===== config.mk =====
export PLATFORM = sky130hd
export DESIGN_NAME = sm_dot_mac_flat
export DESIGN_NICKNAME = d
export VERILOG_FILES = /design/src/rtl/sm_dot_mac_pkg.sv /design/src/rtl/sm_dot_mac_if.sv /design/src/rtl/sm_dot_mac_sm_add_sat.sv /design/src/rtl/sm_dot_mac.sv /design/src/flat_wrapper.sv
export SDC_FILE = /design/constraint.sdc
export NUM_CORES = 1
export LEC_CHECK = 0
export BUFFER_PORTS_ARGS = -buffer_cell sky130_fd_sc_hd__clkbuf_2
export CAP_MARGIN = 20
export CORE_MARGIN = 4
export CORE_UTILIZATION = 63
export DETAILED_ROUTE_END_ITERATION = 10
export GPL_TIMING_DRIVEN = 0
export PLACE_DENSITY_LB_ADDON = 0.15
export RECOVER_POWER = 25
export SLEW_MARGIN = 10
export SYNTH_ARGS = -nofsm -noshare
export SYNTH_HDL_FRONTEND = slang
export SYNTH_HIERARCHICAL = 1
export SYNTH_SLANG_ARGS = --single-unit

===== constraint.sdc =====
create_clock -name clk -period 6.7 [get_ports clk]
set_clock_uncertainty 0.15 [all_clocks]
set_input_delay 1.005 -clock clk [delete_from_list [all_inputs] [get_ports clk]]
set_output_delay 1.005 -clock clk [all_outputs]
set_load 0.05 [all_outputs]

===== src/rtl/sm_dot_mac_pkg.sv =====
// rtl/sm_dot_mac_pkg.sv - shared FSM encodings and sign-magnitude helpers for the dot-product MAC
package sm_dot_mac_pkg;

    localparam logic [1:0] ST_IDLE  = 2'd0;
    localparam logic [1:0] ST_MULT  = 2'd1;
    localparam logic [1:0] ST_ACCUM = 2'd2;
    localparam logic [1:0] ST_DONE  = 2'd3;

    // A zero magnitude always carries a positive sign.
    function automatic logic sm_neg0_fix(input logic s, input logic nonzero);
        return s & nonzero;
    endfunction

    function automatic logic sm_mul(input logic sa, input logic sb, input logic nonzero);
        return sm_neg0_fix(sa ^ sb, nonzero);
    endfunction

endpackage


===== src/rtl/sm_dot_mac_if.sv =====
// rtl/sm_dot_mac_if.sv - operand/result handshake bundle for the dot-product MAC
interface sm_dot_mac_if #(
    parameter int A_BITWIDTH   = 8,
    parameter int B_BITWIDTH   = A_BITWIDTH,
    parameter int LANES        = 4,
    parameter int ACC_BITWIDTH = 24
);
    logic                          in_valid;
    logic                          in_ready;
    logic                          in_first;
    logic                          in_last;
    logic [LANES*A_BITWIDTH-1:0]   data_a;
    logic [LANES*B_BITWIDTH-1:0]   data_b;
    logic [ACC_BITWIDTH-1:0]       bias;
    logic                          out_valid;
    logic                          out_ready;
    logic [ACC_BITWIDTH-1:0]       mout;
    logic                          sat;

    modport master (
        output in_valid, in_first, in_last, data_a, data_b, bias, out_ready,
        input  in_ready, out_valid, mout, sat
    );

    modport slave (
        input  in_valid, in_first, in_last, data_a, data_b, bias, out_ready,
        output in_ready, out_valid, mout, sat
    );
endinterface


===== src/rtl/sm_dot_mac_sm_add_sat.sv =====
// rtl/sm_dot_mac_sm_add_sat.sv - combinational sign-magnitude adder with magnitude clamp
module sm_add_sat
    import sm_dot_mac_pkg::*;
#(
    parameter int W = 24
) (
    input  logic [W-1:0] a,
    input  logic [W-1:0] b,
    output logic [W-1:0] y,
    output logic         ovf
);
    localparam int M = W - 1;

    logic [M:0]   sum;
    logic [M-1:0] mag;
    logic         s;

    always_comb begin
        sum = {1'b0, a[M-1:0]} + {1'b0, b[M-1:0]};
        ovf = 1'b0;
        mag = '0;
        s   = 1'b0;
        if (a[M] == b[M]) begin
            s = a[M];
            if (sum[M]) begin
                ovf = 1'b1;
                mag = '1;
            end else begin
                mag = sum[M-1:0];
            end
        end else if (a[M-1:0] >= b[M-1:0]) begin
            s   = a[M];
            mag = a[M-1:0] - b[M-1:0];
        end else begin
            s   = b[M];
            mag = b[M-1:0] - a[M-1:0];
        end
        y = {sm_neg0_fix(s, |mag), mag};
    end
endmodule


===== src/rtl/sm_dot_mac.sv =====
// rtl/sm_dot_mac.sv - multi-lane sign-magnitude dot-product MAC, one lane accumulated per cycle
module sm_dot_mac
    import sm_dot_mac_pkg::*;
#(
    parameter int A_BITWIDTH   = 8,
    parameter int B_BITWIDTH   = A_BITWIDTH,
    parameter int LANES        = 4,
    parameter int ACC_BITWIDTH = 24
) (
    input  logic         clk,
    input  logic         rstn,
    sm_dot_mac_if.slave  bus
);
    localparam int AM   = A_BITWIDTH - 1;
    localparam int BM   = B_BITWIDTH - 1;
    localparam int PW   = AM + BM;
    localparam int LC_W = (LANES > 1) ? $clog2(LANES) : 1;

    logic [1:0]                  state_q, state_d;
    logic [LANES*A_BITWIDTH-1:0] a_q, a_d;
    logic [LANES*B_BITWIDTH-1:0] b_q, b_d;
    logic [ACC_BITWIDTH-1:0]     bias_q, bias_d;
    logic                        first_q, first_d;
    logic                        last_q, last_d;
    logic [PW:0]                 prod_q [LANES];
    logic [PW:0]                 prod_d [LANES];
    logic [ACC_BITWIDTH-1:0]     acc_q, acc_d;
    logic                        sat_q, sat_d;
    logic [LC_W-1:0]             lane_cnt_q, lane_cnt_d;

    logic [ACC_BITWIDTH-1:0]     bias_fix;
    logic [ACC_BITWIDTH-1:0]     add_b;
    logic [ACC_BITWIDTH-1:0]     add_y;
    logic                        add_ovf;

    for (genvar i = 0; i < LANES; i++) begin : g_lane
        logic [PW-1:0] mag;
        assign mag = PW'(a_q[i*A_BITWIDTH +: AM]) * PW'(b_q[i*B_BITWIDTH +: BM]);
        assign prod_d[i] = (state_q == ST_MULT)
                         ? {sm_mul(a_q[i*A_BITWIDTH + AM], b_q[i*B_BITWIDTH + BM], |mag), mag}
                         : prod_q[i];
    end

    assign bias_fix = {sm_neg0_fix(bias_q[ACC_BITWIDTH-1], |bias_q[ACC_BITWIDTH-2:0]),
                       bias_q[ACC_BITWIDTH-2:0]};
    assign add_b    = {prod_q[lane_cnt_q][PW], (ACC_BITWIDTH-1)'(prod_q[lane_cnt_q][PW-1:0])};

    sm_add_sat #(.W(ACC_BITWIDTH)) u_add (
        .a   (acc_q),
        .b   (add_b),
        .y   (add_y),
        .ovf (add_ovf)
    );

    always_comb begin
        state_d    = state_q;
        a_d        = a_q;
        b_d        = b_q;
        bias_d     = bias_q;
        first_d    = first_q;
        last_d     = last_q;
        acc_d      = acc_q;
        sat_d      = sat_q;
        lane_cnt_d = lane_cnt_q;
        case (state_q)
            ST_IDLE: begin
                if (bus.in_valid) begin
                    a_d     = bus.data_a;
                    b_d     = bus.data_b;
                    bias_d  = bus.bias;
                    first_d = bus.in_first;
                    last_d  = bus.in_last;
                    state_d = ST_MULT;
                end
            end
            ST_MULT: begin
                acc_d      = first_q ? bias_fix : acc_q;
                sat_d      = first_q ? 1'b0 : sat_q;
                lane_cnt_d = '0;
                state_d    = ST_ACCUM;
            end
            ST_ACCUM: begin
                acc_d      = add_y;
                sat_d      = sat_q | add_ovf;
                lane_cnt_d = lane_cnt_q + 1'b1;
                if (lane_cnt_q == LC_W'(LANES - 1)) begin
                    state_d = last_q ? ST_DONE : ST_IDLE;
                end
            end
            ST_DONE: begin
                if (bus.out_ready) begin
                    state_d = ST_IDLE;
                end
            end
            default: state_d = ST_IDLE;
        endcase
    end

    always_ff @(posedge clk or negedge rstn) begin
        if (!rstn) begin
            state_q    <= ST_IDLE;
            a_q        <= '0;
            b_q        <= '0;
            bias_q     <= '0;
            first_q    <= 1'b0;
            last_q     <= 1'b0;
            acc_q      <= '0;
            sat_q      <= 1'b0;
            lane_cnt_q <= '0;
            for (int i = 0; i < LANES; i++) begin
                prod_q[i] <= '0;
            end
        end else begin
            state_q    <= state_d;
            a_q        <= a_d;
            b_q        <= b_d;
            bias_q     <= bias_d;
            first_q    <= first_d;
            last_q     <= last_d;
            acc_q      <= acc_d;
            sat_q      <= sat_d;
            lane_cnt_q <= lane_cnt_d;
            for (int i = 0; i < LANES; i++) begin
                prod_q[i] <= prod_d[i];
            end
        end
    end

    assign bus.in_ready  = (state_q == ST_IDLE);
    assign bus.out_valid = (state_q == ST_DONE);
    assign bus.mout      = acc_q;
    assign bus.sat       = sat_q;
endmodule


===== src/flat_wrapper.sv =====
// flat-port wrapper written by rule: the top's interface ports become plain ports
module sm_dot_mac_flat import sm_dot_mac_pkg::*;
#(
    parameter int A_BITWIDTH   = 8,
    parameter int B_BITWIDTH   = A_BITWIDTH,
    parameter int LANES        = 4,
    parameter int ACC_BITWIDTH = 24
)
  (clk, rstn, bus_in_valid, bus_in_first, bus_in_last, bus_data_a, bus_data_b, bus_bias, bus_out_ready, bus_in_ready, bus_out_valid, bus_mout, bus_sat);
  sm_dot_mac_if #(.A_BITWIDTH(A_BITWIDTH), .B_BITWIDTH(B_BITWIDTH), .LANES(LANES), .ACC_BITWIDTH(ACC_BITWIDTH)) bus_i ();
  input  logic clk;
  input  logic rstn;
  input wire logic [$bits(bus_i.in_valid)-1:0] bus_in_valid;
  input wire logic [$bits(bus_i.in_first)-1:0] bus_in_first;
  input wire logic [$bits(bus_i.in_last)-1:0] bus_in_last;
  input wire logic [$bits(bus_i.data_a)-1:0] bus_data_a;
  input wire logic [$bits(bus_i.data_b)-1:0] bus_data_b;
  input wire logic [$bits(bus_i.bias)-1:0] bus_bias;
  input wire logic [$bits(bus_i.out_ready)-1:0] bus_out_ready;
  output wire logic [$bits(bus_i.in_ready)-1:0] bus_in_ready;
  output wire logic [$bits(bus_i.out_valid)-1:0] bus_out_valid;
  output wire logic [$bits(bus_i.mout)-1:0] bus_mout;
  output wire logic [$bits(bus_i.sat)-1:0] bus_sat;
  assign bus_i.in_valid = bus_in_valid;
  assign bus_i.in_first = bus_in_first;
  assign bus_i.in_last = bus_in_last;
  assign bus_i.data_a = bus_data_a;
  assign bus_i.data_b = bus_data_b;
  assign bus_i.bias = bus_bias;
  assign bus_i.out_ready = bus_out_ready;
  assign bus_in_ready = bus_i.in_ready;
  assign bus_out_valid = bus_i.out_valid;
  assign bus_mout = bus_i.mout;
  assign bus_sat = bus_i.sat;
  sm_dot_mac #(.A_BITWIDTH(A_BITWIDTH), .B_BITWIDTH(B_BITWIDTH), .LANES(LANES), .ACC_BITWIDTH(ACC_BITWIDTH)) u_core (.clk(clk), .rstn(rstn), .bus(bus_i));
endmodule

==> summary.txt, run 1 <==
status -> finished with violations
failing checks -> max-capacitance violations, max-slew violations
wire per inst -> 20.0 µm
# setup viols final -> 0
vias in the first global route -> 14997
share of cells above drive strength 1 -> 15.9%
# hold bufs at CTS -> 0
final setup margin -> 0.424 ns
DR vias/cell -> 6.11
Clock Tree Buf Depth -> 2
CP Launch Point -> u_core/lane_cnt_q[1]$_DFFE_PN0P_
Post-CTS Setup Bufs -> 0
die footprint -> 30800 µm²
clk_lat worst skew -> 0.44 ns
CTS H-tree lvls -> 4
final routed DRC violation total -> 0
routed vias -> 14747
number of top-level pins -> 121
Fin. Hold Viols -> 0
final WL -> 48.2 mm
Worst R2R End -> u_core/bus.mout[23]$_DFFE_PN0P_
total congestion overflow -> 0
Post-Syn Instances -> 1857
Seq/Total Area, Yosys -> 25.4%
synthesized cell area -> 17700 µm²
first-pass GRT wire length -> 79.0 mm
number of synthesized flops with an enable pin -> 0
Final Max Tran Viols -> 91
Core Box Area -> 27700 µm²
hold path startpoint -> u_core/prod_q[30]$_DFFE_PN0P_
Place WS -> 0.152 ns
Initial Utilization -> 63.8%
Warnings, synthesis -> 6
CTS buffer count -> 17
Tcrit/Tclk final -> 93.7%
ys flop type -> dfrtp_1
asr flop ratio synth -> 100%
CTS tree -> built
unique cell type count in the Yosys netlist -> 73
detailed-placement wirelength estimate -> 38.6 mm
Reg2Reg Depth -> 18
Sink Count -> 179
type of origin of the critical path -> flip-flop
most common cell after layout, fill and taps aside -> ha_1
Port Buffers -> 120
Worst Tran Pin Value -> 5.00 ns
setup TNS -> 0 ns
R2R Setup Slk -> 0.42 ns
largest net degree at the start of global routing -> 91
Fillers -> 2219
CTS root buffer -> clkbuf_16
Max-Cap Viols -> 1
Layout area overhead -> 10.3%
final net count -> 2421
most frequent cells in the layout -> ha_1 (205), dfrtp_1 (179), inv_1 (175), and2_1 (155), nand2_1 (144)
maximum clock rate -> 159 MHz
Cells on Worst Hold Path -> 2
Rows -> 61
RSZ-0062 raised after global routing -> no
DP Area -> 18900 µm²
RD Place Congestion -> 0.977
flip-flop and latch count after synthesis -> 179
mean area per synthesized cell -> 9.51 µm²
width of the die -> 175 µm
critical path fanouts, max -> 10
relative slew slack -> -233%
reg2reg start -> u_core/lane_cnt_q[1]$_DFFE_PN0P_
HP Class -> flip-flop to flip-flop
Worst Setup End Kind -> flip-flop
Clock transition at path regs -> 0.07 ns
path type of the worst setup path -> flip-flop to flip-flop
Core Util, Final -> 70.4%
antenna viol nets, final -> 0
Arr. time, crit path -> 6.48 ns
initial antenna violation count -> 0
Req. time, crit path -> 6.90 ns
iteration-0 DRC count of the detailed router -> 1185
overall routing resource usage -> 31.9%
DRT Pass-1 Iters -> 5
cell area after layout -> 19500 µm²
ANT cells -> 0
die extent in y -> 175 µm
post-layout minimum cycle time -> 6.28 ns
Endpoint, Worst Hold -> u_core/prod_q[30]$_DFFE_PN0P_
## state kept, by name, indices dropped and copies added, names as in the netlist
signal             count
u_core/bus.mout       24
u_core/b_q            32
u_core/bias_q         24
u_core/prod_q         60
u_core/state_q         2
u_core/lane_cnt_q      2
u_core/a_q            32
u_core/last_q          1
u_core/bus.sat         1
u_core/first_q         1
## kinds of logic after synthesis
family | count (synthesis) | synth area share, %
flip-flops | 179 | 25.4
buffers and inverters | 240 | 5.19
multiplexers | 169 | 11.5
AO/OA/AOI/OAI | 387 | 14.1
AND/OR/NAND/NOR | 520 | 15.2
XOR/XNOR | 57 | 2.83
other | 1 | 0.0212
adder cells (fa/ha/maj) | 304 | 25.7
## metal layers
| metal | up-vias | global-route usage [%] | share of wire [%] |
|---|---|---|---|
| li1 | 6815 | - | - |
| met1 | 7325 | 43.9 | 43 |
| met2 | 518 | 53.4 | 48 |
| met3 | 89 | 4.46 | 5.9 |
| met4 | 0 | 9.23 | 2.6 |
| met5 | - | 0 | 0 |
## timing repair
item                                   in CTS  in global routing
setup endpoints to repair                   0                  3
gates resized for setup                     0                  4
endpoints found under the hold margin       0                  0
## cell type report
| type | instances | area (µm²) | area share [%] |
|---|---|---|---|
| Tap cell | 378 | 473 | 2.43 |
| Clock inverter | 13 | 159 | 0.815 |
| Inverter | 175 | 657 | 3.37 |
| Multi-Input combinational cell | 1463 | 12400 | 63.5 |
| Clock buffer | 19 | 453 | 2.32 |
| Buffer | 65 | 262 | 1.34 |
| Sequential cell | 179 | 4480 | 23.0 |
| Timing Repair Buffer | 122 | 639 | 3.28 |
## Yosys cell counts, drive strengths merged (10+ instances only)
master	count	area, µm²
ha	205	2560
dfrtp	179	4480
inv	175	657
and2	155	970
nand2	144	541
mux2	128	1440
a21oi	108	552
fa	99	1980
o21ai	99	499
nor2	84	315
clkbuf	54	203
xnor2	42	368
mux2i	26	260
nor4	22	150
a21o	21	158
nand3	20	100
a211oi	19	158
nor3	19	95.1
a31oi	17	106
nand2b	16	100
nand4	16	100
o31ai	16	120
mux4	15	338
o21bai	15	116
xor2	15	131
buf	11	57.6
o21a	11	82.6
a221o	10	100
or3	10	67.6
## per-stage QoR
stage | hold slack (ns) | instances
after global routing | 0.376 | 2414
after detailed placement | 0.329 | 2381
after floorplan | 0.293 | 1882
after global placement | 0.312 | 2380
final | 0.341 | 2414
after CTS | 0.343 | 2413
## worst max-delay path, stage by stage, from the launching register on
cell and delay, ns:
dfrtp_1 0.36, clkbuf_1 0.37, clkbuf_1 0.50, mux4_2 0.50, ha_1 0.38, clkbuf_1 0.42
nand4_1 0.32, nor3_1 0.41, nand2_1 0.30, nand2_1 0.41, clkbuf_1 0.51, o211ai_1 0.16
o21ai_0 0.15, o22ai_1 0.11, o21ai_0 0.54, nor4_2 0.11, a41oi_1 0.24, a21oi_1 0.09
o21ai_0 0.15
## worst max-delay path by stage
stage / slack [ns] / depth (start not counted) / endpoint
finish: 0.42 / 18 / u_core/bus.mout[23]$_DFFE_PN0P_
global route: 0.005 / 18 / u_core/bus.mout[23]$_DFFE_PN0P_
CTS: 0.14 / 19 / u_core/bus.mout[23]$_DFFE_PN0P_
detailed placement: 0.15 / 18 / u_core/bus.mout[23]$_DFFE_PN0P_
global placement: 0.19 / 18 / u_core/bus.mout[23]$_DFFE_PN0P_
floorplan: 1.40 / 17 / u_core/bus.mout[23]$_DFFE_PN0P_
Power of run 1 is not shown: default switching activity piles up to over one toggle a cycle in this logic, so the estimate is an artifact.
==> inputs of run 2 (changes only) <==
--- a/config.mk
+++ b/config.mk
@@ -5,10 +5,11 @@
 export SDC_FILE = /design/constraint.sdc
 export NUM_CORES = 1
 export LEC_CHECK = 0
+export ABC_AREA = 1
 export BUFFER_PORTS_ARGS = -buffer_cell sky130_fd_sc_hd__clkbuf_2
 export CAP_MARGIN = 20
-export CORE_MARGIN = 4
-export CORE_UTILIZATION = 63
+export CORE_MARGIN = 8
+export CORE_UTILIZATION = 64
 export DETAILED_ROUTE_END_ITERATION = 10
 export GPL_TIMING_DRIVEN = 0
 export PLACE_DENSITY_LB_ADDON = 0.15
==> summary.txt, run 2 <==
status -> finished with violations (unchanged)
failing checks -> max-capacitance violations, max-slew violations (unchanged)
Rows -> 65 (was 61)
RD Place Congestion -> 1.00 (was 0.977)
Max-Cap Viols -> 1 (unchanged)
CP bufs+invs -> 1 (was 4)
Core Box Area -> 31500 µm² (was 27700 µm²)
maximum clock rate -> 207 MHz (was 159 MHz)
Top reg by flops -> u_core/prod_q (unchanged)
Req. time, crit path -> 6.05 ns (was 6.90 ns)
most frequent cells in the layout -> nand2_1 (967), inv_1 (549), nor2_1 (225), ha_1 (205), dfrtp_1 (179) (was ha_1 (205), dfrtp_1 (179), inv_1 (175), and2_1 (155), nand2_1 (144))
CP max stage cell -> clkbuf_1 (was o21ai_0)
Top Registers -> u_core/prod_q: 60 flops, u_core/a_q: 32 flops, u_core/b_q: 32 flops (unchanged)
Post-CTS Setup Bufs -> 0 (unchanged)
# setup viols final -> 0 (unchanged)
DP Area -> 21600 µm² (was 18900 µm²)
number of synthesized flops with an enable pin -> 0 (unchanged)
ANT cells -> 0 (unchanged)
CTS tree -> built (unchanged)
fin cells -> 3591 (was 2414)
M1 wire length -> 24.2 mm (was 20.9 mm)
relative slew slack -> -201% (was -233%)
Highest Signal Layer -> met5 (was met4)
mean area per synthesized cell -> 6.78 µm² (was 9.51 µm²)
Worst Setup End Kind -> async pin (was flip-flop)
setup TNS -> 0 ns (unchanged)
Top delay family on crit path -> buffers and inverters (unchanged)
final net count -> 3574 (was 2421)
CTS buffer count -> 17 (unchanged)
Final Max Tran Viols -> 79 (was 91)
post_cts resized -> 0 (unchanged)
Place WS -> 1.95 ns (was 0.152 ns)
total congestion overflow -> 0 (unchanged)
asr flop ratio synth -> 100% (unchanged)
Port Buffers -> 120 (unchanged)
DRT Pass-1 Iters -> 8 (was 5)
Layout area overhead -> 8.88% (was 10.3%)
worst-path cell chain -> clkbuf_1 (was clkbuf_1 > clkbuf_1 > mux4_2 > ha_1 > clkbuf_1 > nand4_1 > nor3_1 > nand2_1 > nand2_1 > clkbuf_1 > o211ai_1 > o21ai_0 > o22ai_1 > o21ai_0 > nor4_2 > a41oi_1 > a21oi_1 > o21ai_0)
critical path fanouts, max -> 79 (was 10)
Synth top area share -> 22.0% (was 25.4%)
width of the die -> 195 µm (was 175 µm)
share of cells above drive strength 1 -> 10.6% (was 15.9%)
type of origin of the critical path -> input pin (was flip-flop)
vias in the first global route -> 20170 (was 14997)
Clock transition at path regs -> 0.07 ns (about the same)
path type of the worst setup path -> input pin to async pin (was flip-flop to flip-flop)
die footprint -> 37900 µm² (was 30800 µm²)
final WL -> 63.0 mm (was 48.2 mm)
initial antenna violation count -> 1 (was 0)
wire per inst -> 17.6 µm (was 20.0 µm)
Worst Tran Pin Value -> 4.52 ns (was 5.00 ns)
flip-flop and latch count after synthesis -> 179 (unchanged)
most common cell after layout, fill and taps aside -> nand2_1 (was ha_1)
Seq. cell area -> 4480 µm² (unchanged)
Warnings, synthesis -> 6 (unchanged)
area leader, netlist -> dfrtp_1 (unchanged)
Initial Utilization -> 64.8% (was 63.8%)
Sink Count -> 179 (unchanged)
Tcrit/Tclk final -> 72.1% (was 93.7%)
Post-Syn Instances -> 3011 (was 1857)
met3 wire length -> 5.11 mm (was 2.85 mm)
post-layout minimum cycle time -> 4.83 ns (was 6.28 ns)
overall routing resource usage -> 33.3% (was 31.9%)
count leader, synth -> nand2_1 (was ha_1)
RSZ-0062 raised after global routing -> no (unchanged)
iteration-0 DRC count of the detailed router -> 1978 (was 1185)
DP Cell Count -> 3559 (was 2381)
ys flop type -> dfrtp_1 (unchanged)
number of top-level pins -> 121 (unchanged)
die extent in y -> 195 µm (was 175 µm)
max FFs per register -> 60 (unchanged)
first-pass GRT wire length -> 101 mm (was 79.0 mm)
Fin. Hold Viols -> 0 (unchanged)
Seq/Total Area, Yosys -> 22.0% (was 25.4%)
Arr. time, crit path -> 4.18 ns (was 6.48 ns)
Fillers -> 2635 (was 2219)
antenna viol nets, final -> 0 (unchanged)
top post-synthesis cells by area -> dfrtp_1 (22%), nand2_1 (18%), ha_1 (13%) (was dfrtp_1 (25%), ha_1 (15%), fa_1 (11%))
routed vias -> 20194 (was 14747)
Clock Tree Buf Depth -> 2 (unchanged)
unique cell type count in the Yosys netlist -> 47 (was 73)
final routed DRC violation total -> 0 (unchanged)
# hold bufs at CTS -> 0 (unchanged)
delay of the slowest critical-path stage -> 3.10 ns (was 0.54 ns)
DR vias/cell -> 5.62 (was 6.11)
synthesized cell area -> 20400 µm² (was 17700 µm²)
largest net degree at the start of global routing -> 102 (was 91)
clk_lat worst skew -> 0.46 ns (was 0.44 ns)
HP Class -> flip-flop to flip-flop (unchanged)
CTS H-tree lvls -> 4 (unchanged)
met2 WL -> 30.6 mm (was 23.2 mm)
final setup margin -> 1.87 ns (was 0.424 ns)
cell area after layout -> 22200 µm² (was 19500 µm²)
CTS root buffer -> clkbuf_16 (unchanged)
area of the multi-input gates -> 13300 µm² (was 12400 µm²)
detailed-placement wirelength estimate -> 51.3 mm (was 38.6 mm)
Post-synth top cells -> nand2_1 (967), inv_1 (549), nor2_1 (225) (was ha_1 (205), dfrtp_1 (179), inv_1 (175))
run 2: cell families (layout without fill, tap and decap cells):
family	after synthesis	in the layout	synth area share, %
XOR/XNOR	28	28	1.24
AO/OA/AOI/OAI	261	261	7.10
AND/OR/NAND/NOR	1468	1468	29.7
buffers and inverters	691	844	13.4
other	1	26	0.0184
adder cells (fa/ha/maj)	304	304	22.3
multiplexers	79	79	4.35
flip-flops	179	179	22.0
run 2: layer usage:
| layer | global-route usage (%) | vias to the layer above |
|---|---|---|
| met1 | 39.5 | 9534 |
| met4 | 15.9 | 2 |
| met2 | 57.8 | 903 |
| met5 | 0 | - |
| met3 | 5.80 | 194 |
| li1 | - | 9561 |
run 2: worst paths after layout:
kind,endpoint,cells after the start,from,slack [ns]
worst max-delay path,u_core/a_q[30]$_DFFE_PN0P_,1,rstn,1.87
worst min-delay path,u_core/prod_q[28]$_DFFE_PN0P_,2,u_core/prod_q[28]$_DFFE_PN0P_,0.34
worst max register to register,u_core/prod_q[14]$_DFFE_PN0P_,24,u_core/a_q[29]$_DFFE_PN0P_,1.90
worst min register to register,u_core/prod_q[28]$_DFFE_PN0P_,2,u_core/prod_q[28]$_DFFE_PN0P_,0.34
max in group clk,u_core/prod_q[14]$_DFFE_PN0P_,24,u_core/a_q[29]$_DFFE_PN0P_,1.90
min in group asynchronous,u_core/a_q[5]$_DFFE_PN0P_,1,rstn,2.01
run 2: through the flow:
step	hold WS, ns	util [%]
after global routing	0.374	70.6
after floorplan	0.287	-
final	0.341	70.6
after global placement	0.313	68.6
after detailed placement	0.326	68.8
after CTS	0.342	70.6
run 2: layout make-up:
type,instances,area share (%)
inverter,564,9.53
timing repair buffer,121,2.82
multi-input combinational,2166,59.8
tap,402,2.26
buffer,127,2.74
sequential,179,20.2
clock inverter,15,0.732
clock buffer,17,1.91
Power of run 2 is left out for the same reason.
